<file path="src/rtl/div5_rr_sched.sv">
// Round-robin scheduler sharing one combinational divide-by-5 datapath between NREQ requesters.
// Optional remainder output enabled by defining DIV5_SCHED_REM_OUT_EN.

// Combinational floor(X/5) using restoring long division, one quotient bit per dividend bit.
module div_64_5 (
    input  logic [64:1] X,
    output logic [62:1] Q
);

    logic [2:0] w_rem;
    logic [3:0] w_trial;

    // The top two dividend bits can never yield a quotient bit, so they seed the remainder.
    always_comb begin
        w_rem   = {1'b0, X[64:63]};
        w_trial = '0;
        Q       = '0;
        for (int i = 62; i >= 1; i--) begin
            w_trial = {w_rem, X[i]};
            if (w_trial >= 4'd5) begin
                Q[i]  = 1'b1;
                w_rem = 3'(w_trial - 4'd5);
            end else begin
                w_rem = w_trial[2:0];
            end
        end
    end

endmodule

module div5_rr_sched #(
    parameter int unsigned NREQ = 4,
    parameter int unsigned IDW  = 2
) (
    input  logic                 clk,
    input  logic                 rst_n,
    input  logic [NREQ-1:0]      req_valid,
    input  logic [NREQ*64-1:0]   req_x,
    output logic [NREQ-1:0]      req_ready,
    output logic                 rsp_valid,
    input  logic                 rsp_ready,
    output logic [61:0]          rsp_q,
    output logic [IDW-1:0]       rsp_id,
    output logic                 busy
`ifdef DIV5_SCHED_REM_OUT_EN
    ,
    output logic [2:0]           rsp_r
`endif
);

    localparam int unsigned XW = 64;
    localparam int unsigned QW = 62;
    localparam int unsigned SW = IDW + 1;

    logic [XW-1:0]     r_xa;
    logic [IDW-1:0]    r_ida;
    logic              r_va;
    logic [QW-1:0]     r_qb;
    logic [IDW-1:0]    r_idb;
    logic              r_vb;
    logic [IDW-1:0]    r_ptr;

    logic [2*NREQ-1:0] w_rot2;
    logic [NREQ-1:0]   w_rot;
    logic [NREQ-1:0]   w_grant;
    logic              w_grant_any;
    logic [IDW-1:0]    w_gidx;
    logic [SW-1:0]     w_sum;
    logic [IDW-1:0]    w_ptr_nxt;
    logic [XW-1:0]     w_xsel;
    logic [QW-1:0]     w_q;
    logic              w_drain_b;
    logic              w_adv_a;
    logic              w_can_accept;
    logic              w_accept;

`ifdef DIV5_SCHED_REM_OUT_EN
    logic [2:0]        r_rb;
    logic [2:0]        w_r;
`endif

    // Rotate requests so bit k corresponds to requester (ptr+k) mod NREQ; lowest k wins.
    always_comb begin
        w_rot2      = {req_valid, req_valid} >> r_ptr;
        w_rot       = w_rot2[NREQ-1:0];
        w_grant_any = 1'b0;
        w_sum       = '0;
        w_gidx      = '0;
        for (int k = NREQ - 1; k >= 0; k--) begin
            if (w_rot[k]) begin
                w_grant_any = 1'b1;
                w_sum       = SW'(r_ptr) + SW'(k);
                if (w_sum >= SW'(NREQ)) begin
                    w_sum = w_sum - SW'(NREQ);
                end
                w_gidx      = w_sum[IDW-1:0];
            end
        end
    end

    always_comb begin
        w_xsel = '0;
        for (int k = 0; k < NREQ; k++) begin
            if (w_gidx == IDW'(k)) begin
                w_xsel = req_x[XW*k +: XW];
            end
        end
    end

    assign w_drain_b    = r_vb & rsp_ready;
    assign w_adv_a      = r_va & (~r_vb | w_drain_b);
    assign w_can_accept = ~r_va | w_adv_a;
    assign w_accept     = w_grant_any & w_can_accept;
    assign w_grant      = w_grant_any ? (NREQ'(1) << w_gidx) : '0;
    assign w_ptr_nxt    = (w_gidx == IDW'(NREQ - 1)) ? '0 : w_gidx + IDW'(1);

    // Held low while reset is asserted so nothing looks accepted during reset.
    assign req_ready    = w_grant & {NREQ{w_can_accept & rst_n}};

    div_64_5 u_div (
        .X (r_xa),
        .Q (w_q)
    );

`ifdef DIV5_SCHED_REM_OUT_EN
    // Remainder only needs the low three bits: x - 5q is known to lie in 0..4.
    assign w_r = r_xa[2:0] - 3'd5 * w_q[2:0];
`endif

    always_ff @(posedge clk or negedge rst_n) begin
        if (!rst_n) begin
            r_xa  <= '0;
            r_ida <= '0;
            r_va  <= 1'b0;
            r_qb  <= '0;
            r_idb <= '0;
            r_vb  <= 1'b0;
            r_ptr <= '0;
`ifdef DIV5_SCHED_REM_OUT_EN
            r_rb  <= '0;
`endif
        end else begin
            r_va <= w_accept | (r_va & ~w_adv_a);
            r_vb <= w_adv_a | (r_vb & ~w_drain_b);
            if (w_accept) begin
                r_xa  <= w_xsel;
                r_ida <= w_gidx;
                r_ptr <= w_ptr_nxt;
            end
            if (w_adv_a) begin
                r_qb  <= w_q;
                r_idb <= r_ida;
`ifdef DIV5_SCHED_REM_OUT_EN
                r_rb  <= w_r;
`endif
            end
        end
    end

    assign rsp_valid = r_vb;
    assign rsp_q     = r_qb;
    assign rsp_id    = r_idb;
    assign busy      = r_va | r_vb;
`ifdef DIV5_SCHED_REM_OUT_EN
    assign rsp_r     = r_rb;
`endif

endmodule

</file>
<file path="config.mk">
export PLATFORM = sky130hd
export DESIGN_NAME = div5_rr_sched
export DESIGN_NICKNAME = d
export VERILOG_FILES = /design/src/rtl/div5_rr_sched.sv
export SDC_FILE = /design/constraint.sdc
export NUM_CORES = 1
export LEC_CHECK = 0
export ABC_AREA = 1
export ABC_CLOCK_PERIOD_IN_PS = 113700
export CAP_MARGIN = 30
export CORE_MARGIN = 3
export CORE_UTILIZATION = 55
export CTS_CLUSTER_DIAMETER = 100
export DETAILED_ROUTE_END_ITERATION = 6
export PLACE_DENSITY_LB_ADDON = 0.15
export SLEW_MARGIN = 30
export SYNTH_ARGS = -nofsm -noshare
export SYNTH_HDL_FRONTEND = slang
export SYNTH_SLANG_ARGS = --single-unit
</file>
<file path="constraint.sdc">
create_clock -name clk -period 113.7 [get_ports clk]
set_input_delay 28.425 -clock clk [delete_from_list [all_inputs] [get_ports clk]]
set_output_delay 28.425 -clock clk [all_outputs]
set_load 0.005 [all_outputs]
</file>
== Word-level counts from Yosys, hierarchy flattened ==
Index checks and enable logic that the tools add are counted.

* Register bits after elaboration: 134
* Bits in latches: 0
* Memory bits (writable): 0
* Bits in read-only memories: 0
* Bits of input ports: 263
* Output and inout port bits: 70
* Word-level logic and storage cells: 305
* Memories kept: 0

* Add/sub/neg operators: 69
* $mul: 0
* Div/mod/pow operators: 0
* Order comparisons: 66
* Eq/ne operators: 3
* Shift operators: 2
* Muxes and demuxes: 141
* Bitwise gates (word level): 16
* Reductions and logical operators: 1

{| class="wikitable"
|+ Operators with widths
! cell !! count
|-
| 64-bit 2-to-1 mux || 4
|-
| 4-bit by 3-bit >= comparator with 1-bit output, second input constant || 61
|-
| 3-bit 2-to-1 mux || 61
|-
| 3-bit subtractor, second input constant || 61
|-
| 1-bit 2-to-1 mux || 66
|-
| 2-bit 2-to-1 mux || 9
|-
| 3-bit >= comparator, second input constant || 4
|-
| 8-bit by 2-bit >> shifter with 4-bit output || 1
|-
| 2-bit by 1-bit subtractor with 2-bit output, second input constant || 4
|-
| 2-bit by 2-bit adder with 3-bit output, second input constant || 2
|-
| 1-bit bitwise AND || 6
|-
| 1-bit bitwise OR || 5
|-
| 4-bit bitwise AND || 1
|-
| 2-bit equality test, second input constant || 2
|-
| 4-bit 2-to-1 mux || 1
|-
| 1-bit NOT || 4
|-
| 1-bit by 2-bit << shifter with 4-bit output, first input constant || 1
|-
| 2-bit by 1-bit adder with 3-bit output, second input constant || 1
|-
| 2-bit by 3-bit >= comparator with 1-bit output, second input constant || 1
|-
| 2-bit by 1-bit adder with 2-bit output, second input constant || 1
|-
| 2-bit by 1-bit equality test with 1-bit output, second input constant || 1
|-
| 2-bit logical NOT || 1
|}

== Logic depth before layout (Yosys ltp) ==
* Word-level depth: 124
* Gate-level depth with buffers: 437
* Depth with buffers taken out: 437

== Cells and area by module ==
A second synthesis with hierarchy kept.

* Cells, all modules: 1,895
* Area, all modules: 14,554.0 µm²

{| class="wikitable"
|+ By module, submodules not included
! module !! instances !! cells each !! area each (µm²) !! sequential area each (µm²)
|-
| div_64_5 || 1 || 966 || 7,332.0 || 0.0
|-
| div5_rr_sched || 1 || 929 || 7,221.9 || 3,353.2
|}

== Worst setup path after synthesis ==
No wires, ideal clock.

* Path type: in2out
* Start point: input req_valid[2]
* End point: output req_ready[3]
* Arrival time: 30.481 ns
* Data required time: 85.275 ns
* Path slack: 54.794 ns
* Stages: 11
* Path buffers: 2
* Cell sequence: or2_2 > nand3_1 > o21ai_0 > o311ai_0 > o21ai_0 > a21oi_1 > ha_1 > clkbuf_1 > clkbuf_1 > nand2_1 > nor2_1

* Word-level cells in the longest chain between the ends: 8
* Elaborated cells between the ends (all ways): 12
* Those cells by class: shift (2); mux (9); bitwise (1)

{| class="wikitable"
|+ RTL lines
! item !! line !! RTL
|-
| start: declaration || 37 || <nowiki>input logic [NREQ-1:0] req_valid,</nowiki>
|-
| 8-bit by 2-bit >> shifter with 4-bit output * || 84 || <nowiki>w_rot2 = {req_valid, req_valid} >> r_ptr;</nowiki>
|-
| 2-bit 2-to-1 mux (3 in a row) || 90 || <nowiki>if (w_rot[k]) begin</nowiki>
|-
| 2-bit 2-to-1 mux * || 90 ||
|-
| via w_gidx[1] || 67 || <nowiki>logic [IDW-1:0] w_gidx;</nowiki>
|-
| 1-bit by 2-bit << shifter with 4-bit output * || 114 || <nowiki>assign w_grant = w_grant_any ? (NREQ'(1) << w_gidx) : '0;</nowiki>
|-
| 4-bit 2-to-1 mux * || 114 ||
|-
| 4-bit bitwise AND * || 118 || <nowiki>assign req_ready = w_grant & {NREQ{w_can_accept & rst_n}};</nowiki>
|-
| end: declaration || 39 || <nowiki>output logic [NREQ-1:0] req_ready,</nowiki>
|}

Mark *: on every way through the listed nets, which the timed path passes. The rest lies on a longest branch.

== Worst setup path in the final report ==
* Start point: input req_valid[2]
* End point: output req_ready[1]

The elaborated chain is that of the path after synthesis.

==> metrics.yaml <==
placement:
  portBuffers: 332
  dp_hpwl_um: 29300
  placedInstanceArea_um2: 17000
  gp_congestion: 0.866
  place_worst_setup_slack_ns: 52.88
  place_inst: 2478
worst_hold_path:
  min_path_type: "reg2reg"
  hold-path-cell-count: 2
die:
  design.die.area_um2: 26400
  io_pins: 333
  floorplan.initialDensity_pct: 56.8
  core_area_um2: 23800
  core.rowCount: 56
  die_w_um: 163
  die_h_um: 163
cells_and_area:
  leading_cell_type_in_the_layout_fill_and_taps_excluded: "sky130_fd_sc_hd__nand2_1"
  area.sequential_um2: 3350
  most-common-layout-cells: "sky130_fd_sc_hd__nand2_1 (391), sky130_fd_sc_hd__clkdlybuf4s50_1 (331), sky130_fd_sc_hd__o21ai_0 (205)"
  syn_to_final_growth_pct: 30.2
  final_nets: 2567
  finish.cell_count_without_fillers: 2510
  final_area_um2: 17600
  layout_cells_sized_above_1_pct: 21.5
  antennaDiodeCount: 0
  multiInputGateArea_um2: 9270
  number_of_fill_cells_in_the_layout: 1842
critical_path:
  worst_path_largest_cell_delay_ns: 0.61
  worst_setup_path_type: "in2out"
  terminus_of_the_critical_flop_to_flop_path: "rsp_q[0]$_DFFE_PN0P_"
  cp-end-kind: "primary output"
  master_of_the_slowest_instance_on_the_critical_path: "sky130_fd_sc_hd__buf_4"
  timing.critical_path.arrival_ns: 32.38
  worstSetupStartpointType: "input pin"
  worst_path_maximum_fanout: 65
  r2r_slack_ns: 60.52
  cp_num_cells: 14
  crit_family: "buffers and inverters"
  critical_path.n_buffers_inverters: 6
  worstSetupEndpoint: "req_ready[1]"
  reg2reg_depth: 386
  crit_chain: "clkdlybuf4s50_1 > or2_2 > nand3_1 > o21ai_0 > o311ai_0 > o21ai_0 > a21oi_1 > inv_1 > ha_2 > buf_4 > inv_2 > buf_4 > nor3_1 > clkdlybuf4s50_1"
  crit_start: "req_valid[2]"
  rr_startpoint: "r_xa[61]$_DFFE_PN0P_"
  critPathRequiredTime_ns: 85.28
detailed_routing:
  drt-vias-per-instance: 5.54
  drt-total-wl_um: 39600
  drt_drc_violations_left: 0
  drt-met1-wl_um: 16000
  wl_per_cell_um: 15.8
  met2_wirelength_um: 19800
  top_layer: "met4"
  route.met3.wl_um: 2550
  route.antenna.remaining_nets: 0
  dr_total_vias: 13900
  detail_route.first_pass.iterations: 5
  dr.first_iter.drc_count: 647
cts:
  cts_resized: 0
  cts_htree_levels: 4
  post_cts_buffers: 0
  tritoncts: "built"
  clock_slew_at_reported_path_ffs_ns: 0.06
  cts_buffer_depth: 2
  clock_insertion_delay_worst_skew_ns: 0.45
  cts_hold_buf: 0
  clock-root-buffer: "sky130_fd_sc_hd__clkbuf_16"
  cts-buffers-inserted: 17
  tritoncts_num_sinks: 134
synth:
  post_synth_num_cell_types: 30
  synth.top_cells.by_area: "sky130_fd_sc_hd__dfrtp_1 (25%), sky130_fd_sc_hd__ha_1 (12%), sky130_fd_sc_hd__nand2_1 (11%)"
  netlist_area_before_placement_um2: 13500
  library_cell_with_the_largest_summed_area_after_synthesis: "sky130_fd_sc_hd__dfrtp_1"
  ys_ff_latch: 134
  synthesis.instances: 1897
  ys.flop_type: "sky130_fd_sc_hd__dfrtp_1"
  syn_area_per_cell_um2: 7.11
  synthArstFlopShare_pct: 100
  ys_warn_count: 0
  yosysSeqAreaShare_pct: 24.9
  synth_edf_count: 0
  synthesis.nets: 2286
  synthDominantCellAreaShare_pct: 24.9
timing:
  max_clock_freq_mhz: 16.4
  rsz0062_at_grt: "false"
  max-slew-margin-rel_pct: 44.9
  fin_tns_setup_ns: 0
  setup_viol_count_final: 0
  worstMarginPinSlew_ns: 0.827
  timing.final.hold_violations: 0
  timing.final.crit_share_pct: 53.5
  final_period_demand_of_the_worst_path_ns: 60.81
  timing.final.max_slew_violations: 0
  timing.final.ws_setup_ns: 52.89
  clock_skew_ns: 0.0141
grt:
  grt_start_max_net_pins: 117
  grt_first_pass_wirelength_um: 63700
  via_count_of_the_first_global_routing_pass: 13800
  leftover_overflow_at_the_end_of_global_routing: 0
  grt_util_all_layers_pct: 29.1
  antenna_found_initial: 0
run:
  maxCapViolations: 0
status:
  status: "completed"
==> area by class of cell <==
class,instances,area share (%)
Multi-Input combinational cell,1527,52.8
Clock buffer,17,2.42
Clock inverter,15,0.734
Timing Repair Buffer,340,19.3
Tap cell,319,2.27
Inverter,158,3.41
Sequential cell,134,19.1
==> Yosys cell counts, types with 2 or more instances <==
cell type                    n
sky130_fd_sc_hd__nand3_4     3
sky130_fd_sc_hd__nor2_2      2
sky130_fd_sc_hd__nor3_1      3
sky130_fd_sc_hd__o21ai_0   205
sky130_fd_sc_hd__a31oi_1    60
sky130_fd_sc_hd__nor2_1     74
sky130_fd_sc_hd__a21oi_1    67
sky130_fd_sc_hd__inv_1     145
sky130_fd_sc_hd__nand2_1   391
sky130_fd_sc_hd__or2_2      54
sky130_fd_sc_hd__inv_2      12
sky130_fd_sc_hd__o21ai_2    67
sky130_fd_sc_hd__o21ai_1    11
sky130_fd_sc_hd__nand3_2   103
sky130_fd_sc_hd__nand3_1   177
sky130_fd_sc_hd__dfrtp_1   134
sky130_fd_sc_hd__ha_1      126
sky130_fd_sc_hd__nand2_2   174
sky130_fd_sc_hd__clkbuf_1   65
sky130_fd_sc_hd__o21ai_4     3
sky130_fd_sc_hd__buf_1      11
sky130_fd_sc_hd__nand2_4     2
==> through the flow <==
stage | hold WS [ns] | util, %
6_report | 0.496 | 73.9
5_1_grt | 0.506 | 73.9
4_1_cts | 0.501 | 73.9
3_5_place_dp | 0.485 | 71.6
3_3_place_gp | 0.468 | 71.6
2_1_floorplan | 0.462 | -
==> per-layer routing <==
metal,vias to the layer above,global-route usage [%]
met1,6461,32.9
met5,-,0
met2,451,54.2
li1,6912,-
met4,0,11.0
met3,72,5.60
==> registers in the layout, summed over array words and instances, names as in the netlist <==
name	flops
r_ida	2
rsp_q	62
r_va	1
r_ptr	2
r_xa	64
rsp_valid	1
rsp_id	2
==> cells by family (layout without fill, tap and decap cells) <==
| logic type | after synthesis | in the layout | share of synthesized area (%) |
|---|---|---|---|
| AO/OA/AOI/OAI | 416 | 416 | 18.2 |
| XOR/XNOR | 1 | 1 | 0.0649 |
| buffers and inverters | 236 | 530 | 6.65 |
| adder cells (fa/ha/maj) | 126 | 126 | 11.7 |
| flip-flops | 134 | 134 | 24.9 |
| AND/OR/NAND/NOR | 984 | 984 | 38.5 |
==> worst min-delay path: stages (launching register included) <==
cell	delay [ns]
sky130_fd_sc_hd__dfrtp_1	0.35
sky130_fd_sc_hd__nand2_1	0.05
sky130_fd_sc_hd__o21ai_0	0.06
==> worst min-delay path by stage <==
stage / endpoint / slack, ns / start
2_1_floorplan: rsp_valid$_DFF_PN0_ / 0.46 / r_va$_DFF_PN0_
3_3_place_gp: rsp_id[1]$_DFFE_PN0P_ / 0.47 / rsp_id[1]$_DFFE_PN0P_
3_5_place_dp: rsp_id[0]$_DFFE_PN0P_ / 0.49 / rsp_id[0]$_DFFE_PN0P_
4_1_cts: rsp_id[0]$_DFFE_PN0P_ / 0.50 / rsp_id[0]$_DFFE_PN0P_
5_1_grt: rsp_q[61]$_DFFE_PN0P_ / 0.51 / rsp_q[61]$_DFFE_PN0P_
6_report: rsp_id[0]$_DFFE_PN0P_ / 0.50 / rsp_id[0]$_DFFE_PN0P_
Power is not shown: default switching activity piles up to over one toggle a cycle in this logic, so the estimate is an artifact.
